## src/rtl/if_pkg.sv

```systemverilog
`default_nettype none
// ============================================================================
// Package : if_pkg
// Purpose : Shared defaults and types for the fetch queue unit.
//           Address/instruction widths, queue depth, PC increment,
//           reset PC, and the {pc, pcplus4, instr} entry layout.
// Revision: 1.0 - initial release
// ============================================================================
package if_pkg;

  localparam int IF_ADDR_W  = 32;
  localparam int IF_INSTR_W = 32;
  localparam int IF_DEPTH   = 4;
  localparam int IF_PC_INC  = 4;

  localparam logic [IF_ADDR_W-1:0] IF_RESET_PC = '0;

  typedef struct packed {
    logic [IF_ADDR_W-1:0]  pc;
    logic [IF_ADDR_W-1:0]  pcplus4;
    logic [IF_INSTR_W-1:0] instr;
  } fetch_entry_t;

endpackage
`default_nettype wire

```

## src/rtl/fetch_queue_unit_if.sv

```systemverilog
`default_nettype none
// ============================================================================
// Interface : fetch_queue_unit_if
// Purpose   : Bundles the fetch unit's redirect, imem and decode-side
//             handshake signals.
// Modports  : master - the fetch unit (drives imem_req/addr, out_*, q_count)
//             slave  - the environment (drives leap, imem_instr, out_ready)
// Revision  : 1.0 - initial release
// ============================================================================
interface fetch_queue_unit_if #(
  parameter int ADDR_W  = if_pkg::IF_ADDR_W,
  parameter int INSTR_W = if_pkg::IF_INSTR_W,
  parameter int DEPTH   = if_pkg::IF_DEPTH
);

  logic                     leap;
  logic [ADDR_W-1:0]        leap_addr;
  logic                     imem_req;
  logic [ADDR_W-1:0]        imem_addr;
  logic [INSTR_W-1:0]       imem_instr;
  logic                     out_valid;
  logic                     out_ready;
  logic [ADDR_W-1:0]        out_pc;
  logic [ADDR_W-1:0]        out_pcplus4;
  logic [INSTR_W-1:0]       out_instr;
  logic [$clog2(DEPTH):0]   q_count;

  modport master (
    input  leap, leap_addr, imem_instr, out_ready,
    output imem_req, imem_addr, out_valid, out_pc, out_pcplus4, out_instr, q_count
  );

  modport slave (
    output leap, leap_addr, imem_instr, out_ready,
    input  imem_req, imem_addr, out_valid, out_pc, out_pcplus4, out_instr, q_count
  );

endinterface
`default_nettype wire

```

## src/rtl/fa_nbit.sv

```systemverilog
`default_nettype none
// ============================================================================
// Module  : fa_nbit
// Purpose : N-bit ripple-carry adder, sum = a + b + cin (mod 2^N).
// Ports   : a, b [N-1:0] operands; cin carry in; sum [N-1:0] result.
// Revision: 1.0 - initial release
// ============================================================================
module fa_nbit #(
  parameter int N = 32
) (
  input  logic [N-1:0] a,
  input  logic [N-1:0] b,
  input  logic         cin,
  output logic [N-1:0] sum
);

  // Carry-out of the top bit is dropped: callers want modular wrap.
  always_comb begin
    logic carry;
    carry = cin;
    sum   = '0;
    for (int i = 0; i < N; i++) begin
      sum[i] = a[i] ^ b[i] ^ carry;
      carry  = (a[i] & b[i]) | (carry & (a[i] ^ b[i]));
    end
  end

endmodule
`default_nettype wire

```

## src/rtl/fetch_fifo.sv

```systemverilog
`default_nettype none
// ============================================================================
// Module  : fetch_fifo
// Purpose : Synchronous FIFO holding fetched entries. Flush dominates
//           push/pop. Head data is the entry at the read pointer.
// Ports   : clk, reset (async active-low); push/din; pop; flush;
//           head [WIDTH-1:0]; count [$clog2(DEPTH):0] occupancy.
// Revision: 1.0 - initial release
// ============================================================================
module fetch_fifo #(
  parameter int WIDTH = 96,
  parameter int DEPTH = 4
) (
  input  logic                   clk,
  input  logic                   reset,
  input  logic                   push,
  input  logic [WIDTH-1:0]       din,
  input  logic                   pop,
  input  logic                   flush,
  output logic [WIDTH-1:0]       head,
  output logic [$clog2(DEPTH):0] count
);

  localparam int PTR_W = $clog2(DEPTH);
  localparam int CNT_W = PTR_W + 1;

  logic [WIDTH-1:0] mem_q [DEPTH];
  logic [WIDTH-1:0] mem_d [DEPTH];
  logic [PTR_W-1:0] wr_q, wr_d, rd_q, rd_d;
  logic [CNT_W-1:0] cnt_q, cnt_d;
  logic             do_push, do_pop;

  // A push into a full FIFO is accepted only when a pop frees a slot.
  assign do_pop  = pop && (cnt_q != '0);
  assign do_push = push && ((cnt_q != CNT_W'(DEPTH)) || do_pop);

  always_comb begin
    mem_d = mem_q;
    wr_d  = wr_q;
    rd_d  = rd_q;
    cnt_d = cnt_q;
    if (flush) begin
      wr_d  = '0;
      rd_d  = '0;
      cnt_d = '0;
    end else begin
      if (do_push) begin
        mem_d[wr_q] = din;
        wr_d        = wr_q + PTR_W'(1);
      end
      if (do_pop) begin
        rd_d = rd_q + PTR_W'(1);
      end
      case ({do_push, do_pop})
        2'b10:   cnt_d = cnt_q + CNT_W'(1);
        2'b01:   cnt_d = cnt_q - CNT_W'(1);
        default: cnt_d = cnt_q;
      endcase
    end
  end

  always_ff @(posedge clk or negedge reset) begin
    if (!reset) begin
      mem_q <= '{default: '0};
      wr_q  <= '0;
      rd_q  <= '0;
      cnt_q <= '0;
    end else begin
      mem_q <= mem_d;
      wr_q  <= wr_d;
      rd_q  <= rd_d;
      cnt_q <= cnt_d;
    end
  end

  assign head  = mem_q[rd_q];
  assign count = cnt_q;

endmodule
`default_nettype wire

```

## src/rtl/fetch_queue_unit.sv

```systemverilog
`default_nettype none
// ============================================================================
// Module  : fetch_queue_unit
// Purpose : Fetch stage. Owns the PC, issues sequential imem requests,
//           buffers returned instructions in a DEPTH-entry queue and hands
//           {pc, pcplus4, instr} to decode over valid/ready. A leap
//           redirects the PC and flushes the queue and inflight response.
// Ports   : clk, reset (async active-low); bus (fetch_queue_unit_if.master)
//           carrying leap/leap_addr, imem_req/addr/instr,
//           out_valid/ready/pc/pcplus4/instr and q_count.
//           With FETCH_STATS_EN defined: stat_fetched, stat_flushed.
// Config  : FETCH_STATS_EN - adds saturating dequeue/flush counters.
// Revision: 1.0 - initial release
// ============================================================================
module fetch_queue_unit
  import if_pkg::*;
#(
  parameter int                ADDR_W   = IF_ADDR_W,
  parameter int                INSTR_W  = IF_INSTR_W,
  parameter int                DEPTH    = IF_DEPTH,
  parameter int                PC_INC   = IF_PC_INC,
  parameter logic [ADDR_W-1:0] RESET_PC = ADDR_W'(IF_RESET_PC)
) (
  input  logic        clk,
  input  logic        reset,
`ifdef FETCH_STATS_EN
  output logic [31:0] stat_fetched,
  output logic [31:0] stat_flushed,
`endif
  fetch_queue_unit_if.master bus
);

  localparam int CNT_W = $clog2(DEPTH) + 1;
  localparam int ENT_W = 2 * ADDR_W + INSTR_W;

  logic [ADDR_W-1:0] pc_q, pc_d, saved_pc_q, saved_pc_d;
  logic [ADDR_W-1:0] pc_next, saved_pc_next;
  logic              inflight_q, inflight_d;
  logic [CNT_W-1:0]  count;
  logic [CNT_W:0]    occupancy;
  logic              issue, push, pop, valid;
  logic [ENT_W-1:0]  head;

  // Credit check includes the inflight response so the return path can
  // always enqueue. Issue is held off while reset is asserted.
  assign occupancy = {1'b0, count} + (CNT_W+1)'(inflight_q);
  assign issue     = reset && !bus.leap && (occupancy < (CNT_W+1)'(DEPTH));
  assign push      = inflight_q && !bus.leap;
  assign valid     = (count != '0);
  // A handshake coinciding with a leap is void.
  assign pop       = valid && bus.out_ready && !bus.leap;

  fa_nbit #(.N(ADDR_W)) u_pc_inc (
    .a   (pc_q),
    .b   (ADDR_W'(PC_INC)),
    .cin (1'b0),
    .sum (pc_next)
  );

  fa_nbit #(.N(ADDR_W)) u_saved_inc (
    .a   (saved_pc_q),
    .b   (ADDR_W'(PC_INC)),
    .cin (1'b0),
    .sum (saved_pc_next)
  );

  always_comb begin
    pc_d       = pc_q;
    saved_pc_d = saved_pc_q;
    inflight_d = issue;
    if (bus.leap) begin
      pc_d = bus.leap_addr;
    end else if (issue) begin
      pc_d       = pc_next;
      saved_pc_d = pc_q;
    end
  end

  always_ff @(posedge clk or negedge reset) begin
    if (!reset) begin
      pc_q       <= RESET_PC;
      saved_pc_q <= '0;
      inflight_q <= 1'b0;
    end else begin
      pc_q       <= pc_d;
      saved_pc_q <= saved_pc_d;
      inflight_q <= inflight_d;
    end
  end

  fetch_fifo #(.WIDTH(ENT_W), .DEPTH(DEPTH)) u_fifo (
    .clk   (clk),
    .reset (reset),
    .push  (push),
    .din   ({saved_pc_q, saved_pc_next, bus.imem_instr}),
    .pop   (pop),
    .flush (bus.leap),
    .head  (head),
    .count (count)
  );

  assign bus.imem_req    = issue;
  assign bus.imem_addr   = pc_q;
  assign bus.out_valid   = valid;
  assign bus.out_pc      = head[ENT_W-1 -: ADDR_W];
  assign bus.out_pcplus4 = head[ADDR_W+INSTR_W-1 -: ADDR_W];
  assign bus.out_instr   = head[INSTR_W-1:0];
  assign bus.q_count     = count;

`ifdef FETCH_STATS_EN
  logic [31:0] fetched_q, fetched_d, flushed_q, flushed_d;
  logic [32:0] flush_sum;

  // Flushed total counts queued entries plus the discarded inflight one.
  always_comb begin
    fetched_d = fetched_q;
    if (pop && (fetched_q != '1)) begin
      fetched_d = fetched_q + 32'd1;
    end
    flush_sum = {1'b0, flushed_q} + 33'(occupancy);
    flushed_d = flushed_q;
    if (bus.leap) begin
      flushed_d = flush_sum[32] ? '1 : flush_sum[31:0];
    end
  end

  always_ff @(posedge clk or negedge reset) begin
    if (!reset) begin
      fetched_q <= '0;
      flushed_q <= '0;
    end else begin
      fetched_q <= fetched_d;
      flushed_q <= flushed_d;
    end
  end

  assign stat_fetched = fetched_q;
  assign stat_flushed = flushed_q;
`endif

endmodule
`default_nettype wire
```

## src/flat_wrapper.sv

```systemverilog
// flat-port wrapper written by rule: the top's interface ports become plain ports
module fetch_queue_unit_flat import if_pkg::*;
#(
  parameter int                ADDR_W   = IF_ADDR_W,
  parameter int                INSTR_W  = IF_INSTR_W,
  parameter int                DEPTH    = IF_DEPTH,
  parameter int                PC_INC   = IF_PC_INC,
  parameter logic [ADDR_W-1:0] RESET_PC = ADDR_W'(IF_RESET_PC)
)
  (clk, reset, bus_leap, bus_leap_addr, bus_imem_instr, bus_out_ready, bus_imem_req, bus_imem_addr, bus_out_valid, bus_out_pc, bus_out_pcplus4, bus_out_instr, bus_q_count);
  fetch_queue_unit_if #(.ADDR_W(ADDR_W), .INSTR_W(INSTR_W), .DEPTH(DEPTH)) bus_i ();
  input  logic clk;
  input  logic reset;
  input wire logic [$bits(bus_i.leap)-1:0] bus_leap;
  input wire logic [$bits(bus_i.leap_addr)-1:0] bus_leap_addr;
  input wire logic [$bits(bus_i.imem_instr)-1:0] bus_imem_instr;
  input wire logic [$bits(bus_i.out_ready)-1:0] bus_out_ready;
  output wire logic [$bits(bus_i.imem_req)-1:0] bus_imem_req;
  output wire logic [$bits(bus_i.imem_addr)-1:0] bus_imem_addr;
  output wire logic [$bits(bus_i.out_valid)-1:0] bus_out_valid;
  output wire logic [$bits(bus_i.out_pc)-1:0] bus_out_pc;
  output wire logic [$bits(bus_i.out_pcplus4)-1:0] bus_out_pcplus4;
  output wire logic [$bits(bus_i.out_instr)-1:0] bus_out_instr;
  output wire logic [$bits(bus_i.q_count)-1:0] bus_q_count;
  assign bus_i.leap = bus_leap;
  assign bus_i.leap_addr = bus_leap_addr;
  assign bus_i.imem_instr = bus_imem_instr;
  assign bus_i.out_ready = bus_out_ready;
  assign bus_imem_req = bus_i.imem_req;
  assign bus_imem_addr = bus_i.imem_addr;
  assign bus_out_valid = bus_i.out_valid;
  assign bus_out_pc = bus_i.out_pc;
  assign bus_out_pcplus4 = bus_i.out_pcplus4;
  assign bus_out_instr = bus_i.out_instr;
  assign bus_q_count = bus_i.q_count;
  fetch_queue_unit #(.ADDR_W(ADDR_W), .INSTR_W(INSTR_W), .DEPTH(DEPTH), .PC_INC(PC_INC), .RESET_PC(RESET_PC)) u_core (.clk(clk), .reset(reset), .bus(bus_i));
endmodule
```

## config.mk

```make
export PLATFORM = sky130hd
export DESIGN_NAME = fetch_queue_unit_flat
export DESIGN_NICKNAME = d
export VERILOG_FILES = /design/src/rtl/if_pkg.sv /design/src/rtl/fetch_queue_unit_if.sv /design/src/rtl/fa_nbit.sv /design/src/rtl/fetch_fifo.sv /design/src/rtl/fetch_queue_unit.sv /design/src/flat_wrapper.sv
export SDC_FILE = /design/constraint.sdc
export NUM_CORES = 1
export LEC_CHECK = 0
export CAP_MARGIN = 30
export CORE_AREA = 3 3 206 208
export CTS_BUF_LIST = sky130_fd_sc_hd__clkbuf_8
export DETAILED_ROUTE_END_ITERATION = 6
export DIE_AREA = 0 0 209 211
export PLACE_DENSITY = 0.82
export SLEW_MARGIN = 20
export SYNTH_ARGS = -nofsm -noshare
export SYNTH_HDL_FRONTEND = slang
export SYNTH_SLANG_ARGS = --single-unit
```

## constraint.sdc

```tcl
create_clock -name clk -period 17.9 [get_ports clk]
set_input_delay 4.475 -clock clk [delete_from_list [all_inputs] [get_ports clk]]
set_output_delay 4.475 -clock clk [all_outputs]
set_load 0.01 [all_outputs]
```

# == Word-level counts from Yosys, hierarchy flattened ==
# Cells that the tools add are included.
# word_totals
regBits,456
in_bits,68
out_inout_bits,133
# op_classes
n_addsub,5
magnitude_cmp,4
eq_ne,3
mux,14
bitwise,119
n_reduce_logical,17
# ops
cell,count
bitwise mux 384 bit,1
2-to-1 mux 96 bit,3
binary-select mux 96 bit (select 2 bit),1
demux 96 bit (select 2 bit),1
2-to-1 mux 32 bit,2
bitwise XOR 1 bit,58
AND 1 bit,56
logical AND 1 bit,8
2-to-1 mux 2 bit,4
">= comparator 3 bit, second input constant",2
inverter 2 -> 3 bit,2
case mux 3 bit (2 select lines),1
nonzero test 2 bit,3
nonzero test 3 bit,2
"adder 2 x 1 -> 2 bit, second input constant",2
adder 3 x 1 -> 4 bit,1
"< comparator 4 x 3 -> 1 bit, second input constant",1
AND reduction 2 bit,2
"adder 3 x 1 -> 3 bit, second input constant",1
"< comparator 3 x 1 -> 1 bit, second input constant",1
2-to-1 mux 3 bit,1
"!= test 3 bit, second input constant",1
inverter 1 bit,3
"subtractor 3 x 1 -> 3 bit, second input constant",1
4 further kinds,4

# == Logic depth before layout (Yosys ltp) ==
# logic_depth
ltp_word,31
mapped_depth,31
ltp_nobuf,31

# == Modules after synthesis ==
# From an unflattened synthesis, not the netlist that was laid out.
# unflattened
cells_unflattened,1326
hier_area_um2,21602.0
# modules_own_cells
mod,instances,cells_per_inst,area_per_inst_um2
fetch_fifo,1,993,17379.2
fetch_queue_unit,1,259,2896.5
fa_nbit,2,37,663.1

# == Least setup slack after synthesis ==
# OpenSTA, ideal clock, no wires.
# synth_timing
path_type,in2out
from,input port bus_leap
to,output port bus_imem_req
t_arrival_ns,5.317
required_ns,13.425
path_slack_ns,8.108
stages,6
n_path_buf,3
cell_sequence,buf_2 -> nor2_1 -> nand3_1 -> buf_2 -> buf_2 -> inv_1
# synth_via
elab_chain_len,3
# synth_rtl
element,line,source
from (decl),flat_wrapper.sv:14,input wire logic [$bits(bus_i.leap)-1:0] bus_leap;
logical NOT 1 bit,fetch_queue_unit.sv:47,assign issue = reset && !bus.leap && (occupancy < (CNT_W+1)'(DEPTH));
logical AND 1 bit (2 in series),fetch_queue_unit.sv:47,
to (decl),flat_wrapper.sv:18,output wire logic [$bits(bus_i.imem_req)-1:0] bus_imem_req;
# No other way between the ends.

# == Worst setup path after layout ==
# Same ends and word-level chain as after synthesis.

==> impl_metrics.env <==
export IMPL_avgRoutedWirePerCell_um=21.58
export IMPL_fillers=3158
export IMPL_stdcell_area_mm2=0.02389
export IMPL_root_buffer="clkbuf_8"
export IMPL_rsz0062_at_grt="false"
export IMPL_setup_violations=0
export IMPL_ant_nets=0
export IMPL_synthArstFlopShare_pct=100.0
export IMPL_place_gp_congestion=0.7651
export IMPL_grt_pass1_vias=12620
export IMPL_synth_commonest_cells="dfrtp_1 (448), mux2_2 (327), mux4_2 (94)"
export IMPL_yosysTopAreaCell="dfrtp_1"
export IMPL_antenna_found_initial=1
export IMPL_ir_worst_vdd_mv=0.09014
export IMPL_drc=0
export IMPL_die_x_um=209
export IMPL_syn_area_mm2=0.02030
export IMPL_cp_arrival_ns=6.51
export IMPL_synth_top_area_share_pct=55.21
export IMPL_status="finished clean"
export IMPL_path_cells="buf_2, buf_4, nor2_1, nand3_4, buf_4, inv_1, clkdlybuf4s50_1"
export IMPL_worst_path_buf_inv=5
export IMPL_insertion_delay_ns=0.62
export IMPL_syn_instance_count=1227
export IMPL_slowest_delay_ns=0.55
export IMPL_yosysWarningCount=0
export IMPL_holdWs_ns=0.4859
export IMPL_cts_max_path_buffers=3
export IMPL_hpwl_um=27090
export IMPL_pre_cts_ws_ns=6.476
export IMPL_die_area_mm2=0.04410
export IMPL_power_density_mw_per_mm2=154.4
export IMPL_cts_made_buffers=77
export IMPL_final_core_util_pct=58.64
export IMPL_yosysMostFrequentCell="dfrtp_1"
export IMPL_drv_cap=0
export IMPL_rows=74
export IMPL_grt_max_degree=173
export IMPL_cts_hold_buf=0
export IMPL_fin_skew_ns=0.03026
export IMPL_final_hold_violation_count=0
export IMPL_min_period_ns=10.99
export IMPL_p_leak_nw=11.28
export IMPL_finalNetCount=1568
export IMPL_synth_ff_latch_count=448
export IMPL_firstDrtPassIters=4
export IMPL_areaGrowthSynthToFinish_pct=17.65
export IMPL_tightest_slew_ns=0.9854
export IMPL_synth_fp_nets=1356
export IMPL_ioPinCount=201
export IMPL_vias=11340
export IMPL_wl_um=43680
export IMPL_die_height_um=211
export IMPL_grt_pass1_wl_um=70170
export IMPL_wl_met3_um=2493
export IMPL_max_slew_margin_pct=34.31
export IMPL_grt_usage_pct=20.12
export IMPL_cp_required_ns=13.43
export IMPL_cts_htree_levels=3
export IMPL_postCtsSetupRepairBufs=0
export IMPL_post_dp_cell_area_mm2=0.02240
export IMPL_avgSynthCellArea_um2=16.55
export IMPL_crit_family="buffers and inverters"
export IMPL_initial_utilization_pct=49.84
export IMPL_netlist_top_cells_area="dfrtp_1 (55%), mux2_2 (18%), mux4_2 (10%)"
export IMPL_maxUsedRoutingLayer="met5"
export IMPL_setup_tns_ns=0
export IMPL_fmaxAchievable_ghz=0.09100
export IMPL_dr_first_iter_drc_count=461
export IMPL_hold_path_class="reg -> reg"
export IMPL_cts_tree="done"
export IMPL_port_buffers=200
export IMPL_wl_met2_um=21660
export IMPL_viasPerCell=5.601
export IMPL_critPathMaxFanout=72
export IMPL_clk_pin_slew_ns=0.05
export IMPL_synth_seq_area_share_pct=55.21
export IMPL_drive_gt1_share_pct=37.16
export IMPL_timing_critical_path_slowest_stage_cell="buf_4"
export IMPL_drv_slew=0
export IMPL_cts_resized=0
export IMPL_yosys_most_used_dff="dfrtp_1"
export IMPL_crit_top_cell="buf_4"
export IMPL_worstSetupEndpointType="output pin"
export IMPL_cts_sinks=448
export IMPL_start_kind="primary input"
export IMPL_grt_overflow_total=0
export IMPL_drt_met1_wl_um=18330
export IMPL_synth_edf_count=0
export IMPL_synth_cell_type_count=35
export IMPL_core_area_mm2=0.04074
export IMPL_finalCritPeriodShare_pct=61.39
export IMPL_crit_type="in -> out"
export IMPL_worst_slack_ns=6.910
export IMPL_rrSetupSlack_ns=10.96
[report_power, final]
part / total (mW) / switching [mW] / leakage (nW) / internal (mW)
combinational: 1.28 / 0.498 / 4.60 / 0.786
clock: 0.882 / 0.409 / 0.850 / 0.473
sequential: 1.52 / 0.208 / 5.83 / 1.31
total: 3.69 / 1.12 / 11.3 / 2.57
[through the flow]
stage	cells	power, mW
after floorplan	1227	2.231
after global placement	1890	2.785
after detailed placement	1891	2.842
after CTS	2022	3.743
after global routing	2023	3.901
final	2024	3.688
[per-layer routing]
metal	global-route usage [%]	vias to the layer above
li1	-	4996
met1	25.78	5998
met2	33.57	267
met3	5.273	73
met4	7.090	2
met5	0	-
[layout make-up]
cell class                 instances  area (um2)  share of cell area, %
tap                              532       665.6                  2.786
inverter                           4       15.01                0.06285
clock inverter                    37       170.2                 0.7123
clock buffer                      94        1294                  5.416
antenna                            1       2.502                0.01048
sequential                       448       11220                  46.96
multi-input combinational        694        8359                  34.99
timing repair buffer             214        2165                  9.061
[worst reg2reg max path, delay by kind of cell (launching register included)]
| kind | cells | cell delay, ns |
|---|---|---|
| muxes | 1 | 0.28 |
| adders and majority gates | 28 | 5.83 |
| DFF | 1 | 0.54 |
| xor gates and xnor gates | 1 | 0.19 |
[cell usage in the layout (no fill, tap or decap), drive strengths merged]
cell type	count
o32ai	1
ha	60
o31a	1
clkinvlp	2
nand4	1
mux2	407
clkbuf	94
nor2b	1
inv	30
xor2	3
xnor2	2
buf	16
fa	1
a31oi	5
a21o	1
dfrtp	448
a21oi	4
nand2b	2
diode	1
nand2	36
mux2i	29
nand3	2
clkinv	9
o31ai	2
mux4	94
nor4b	1
nor3	4
nor2	6
clkdlybuf4s50	198
o211ai	1
o21ai	29
nand3b	1
[sequential cells by signal, indices dropped and copies added (netlist names)]
name,cells
u_core.bus.imem_addr,32
u_core.inflight_q,1
u_core.saved_pc_q,32
u_core.u_fifo.count,3
u_core.u_fifo.mem_q,376
u_core.u_fifo.rd_q,2
u_core.u_fifo.wr_q,2
[logic make-up (layout without fill, tap and decap cells)]
kind of cell             count (synthesis)  count (layout)  synth area share, %
buffers and inverters                   85             349                3.679
XOR/XNOR                                 5               5               0.2157
other                                    0               1                    0
flip-flops                             448             448                55.21
multiplexers                           530             530                34.43
AND/OR/NAND/NOR                         54              54                1.467
adder cells (fa/ha/maj)                 61              61                3.796
AO/OA/AOI/OAI                           44              44                1.202
[final timing paths]
| kind | from | to | cells past startpoint |
|---|---|---|---|
| setup reg to reg | u_core.saved_pc_q[2]$_DFFE_PN0P_ | u_core.u_fifo.mem_q[351]$_DFFE_PN0P_ | 30 |
| setup / recovery | bus_leap | bus_imem_req | 7 |
| max in group asynchronous | reset | u_core.saved_pc_q[1]$_DFFE_PN0P_ | 3 |
| min in group asynchronous | reset | u_core.u_fifo.mem_q[361]$_DFFE_PN0P_ | 1 |
| hold reg to reg | u_core.u_fifo.mem_q[84]$_DFFE_PN0P_ | u_core.u_fifo.mem_q[84]$_DFFE_PN0P_ | 1 |
| hold / removal | u_core.u_fifo.mem_q[84]$_DFFE_PN0P_ | u_core.u_fifo.mem_q[84]$_DFFE_PN0P_ | 1 |
Note: power is estimated with default switching activity, not from simulation.
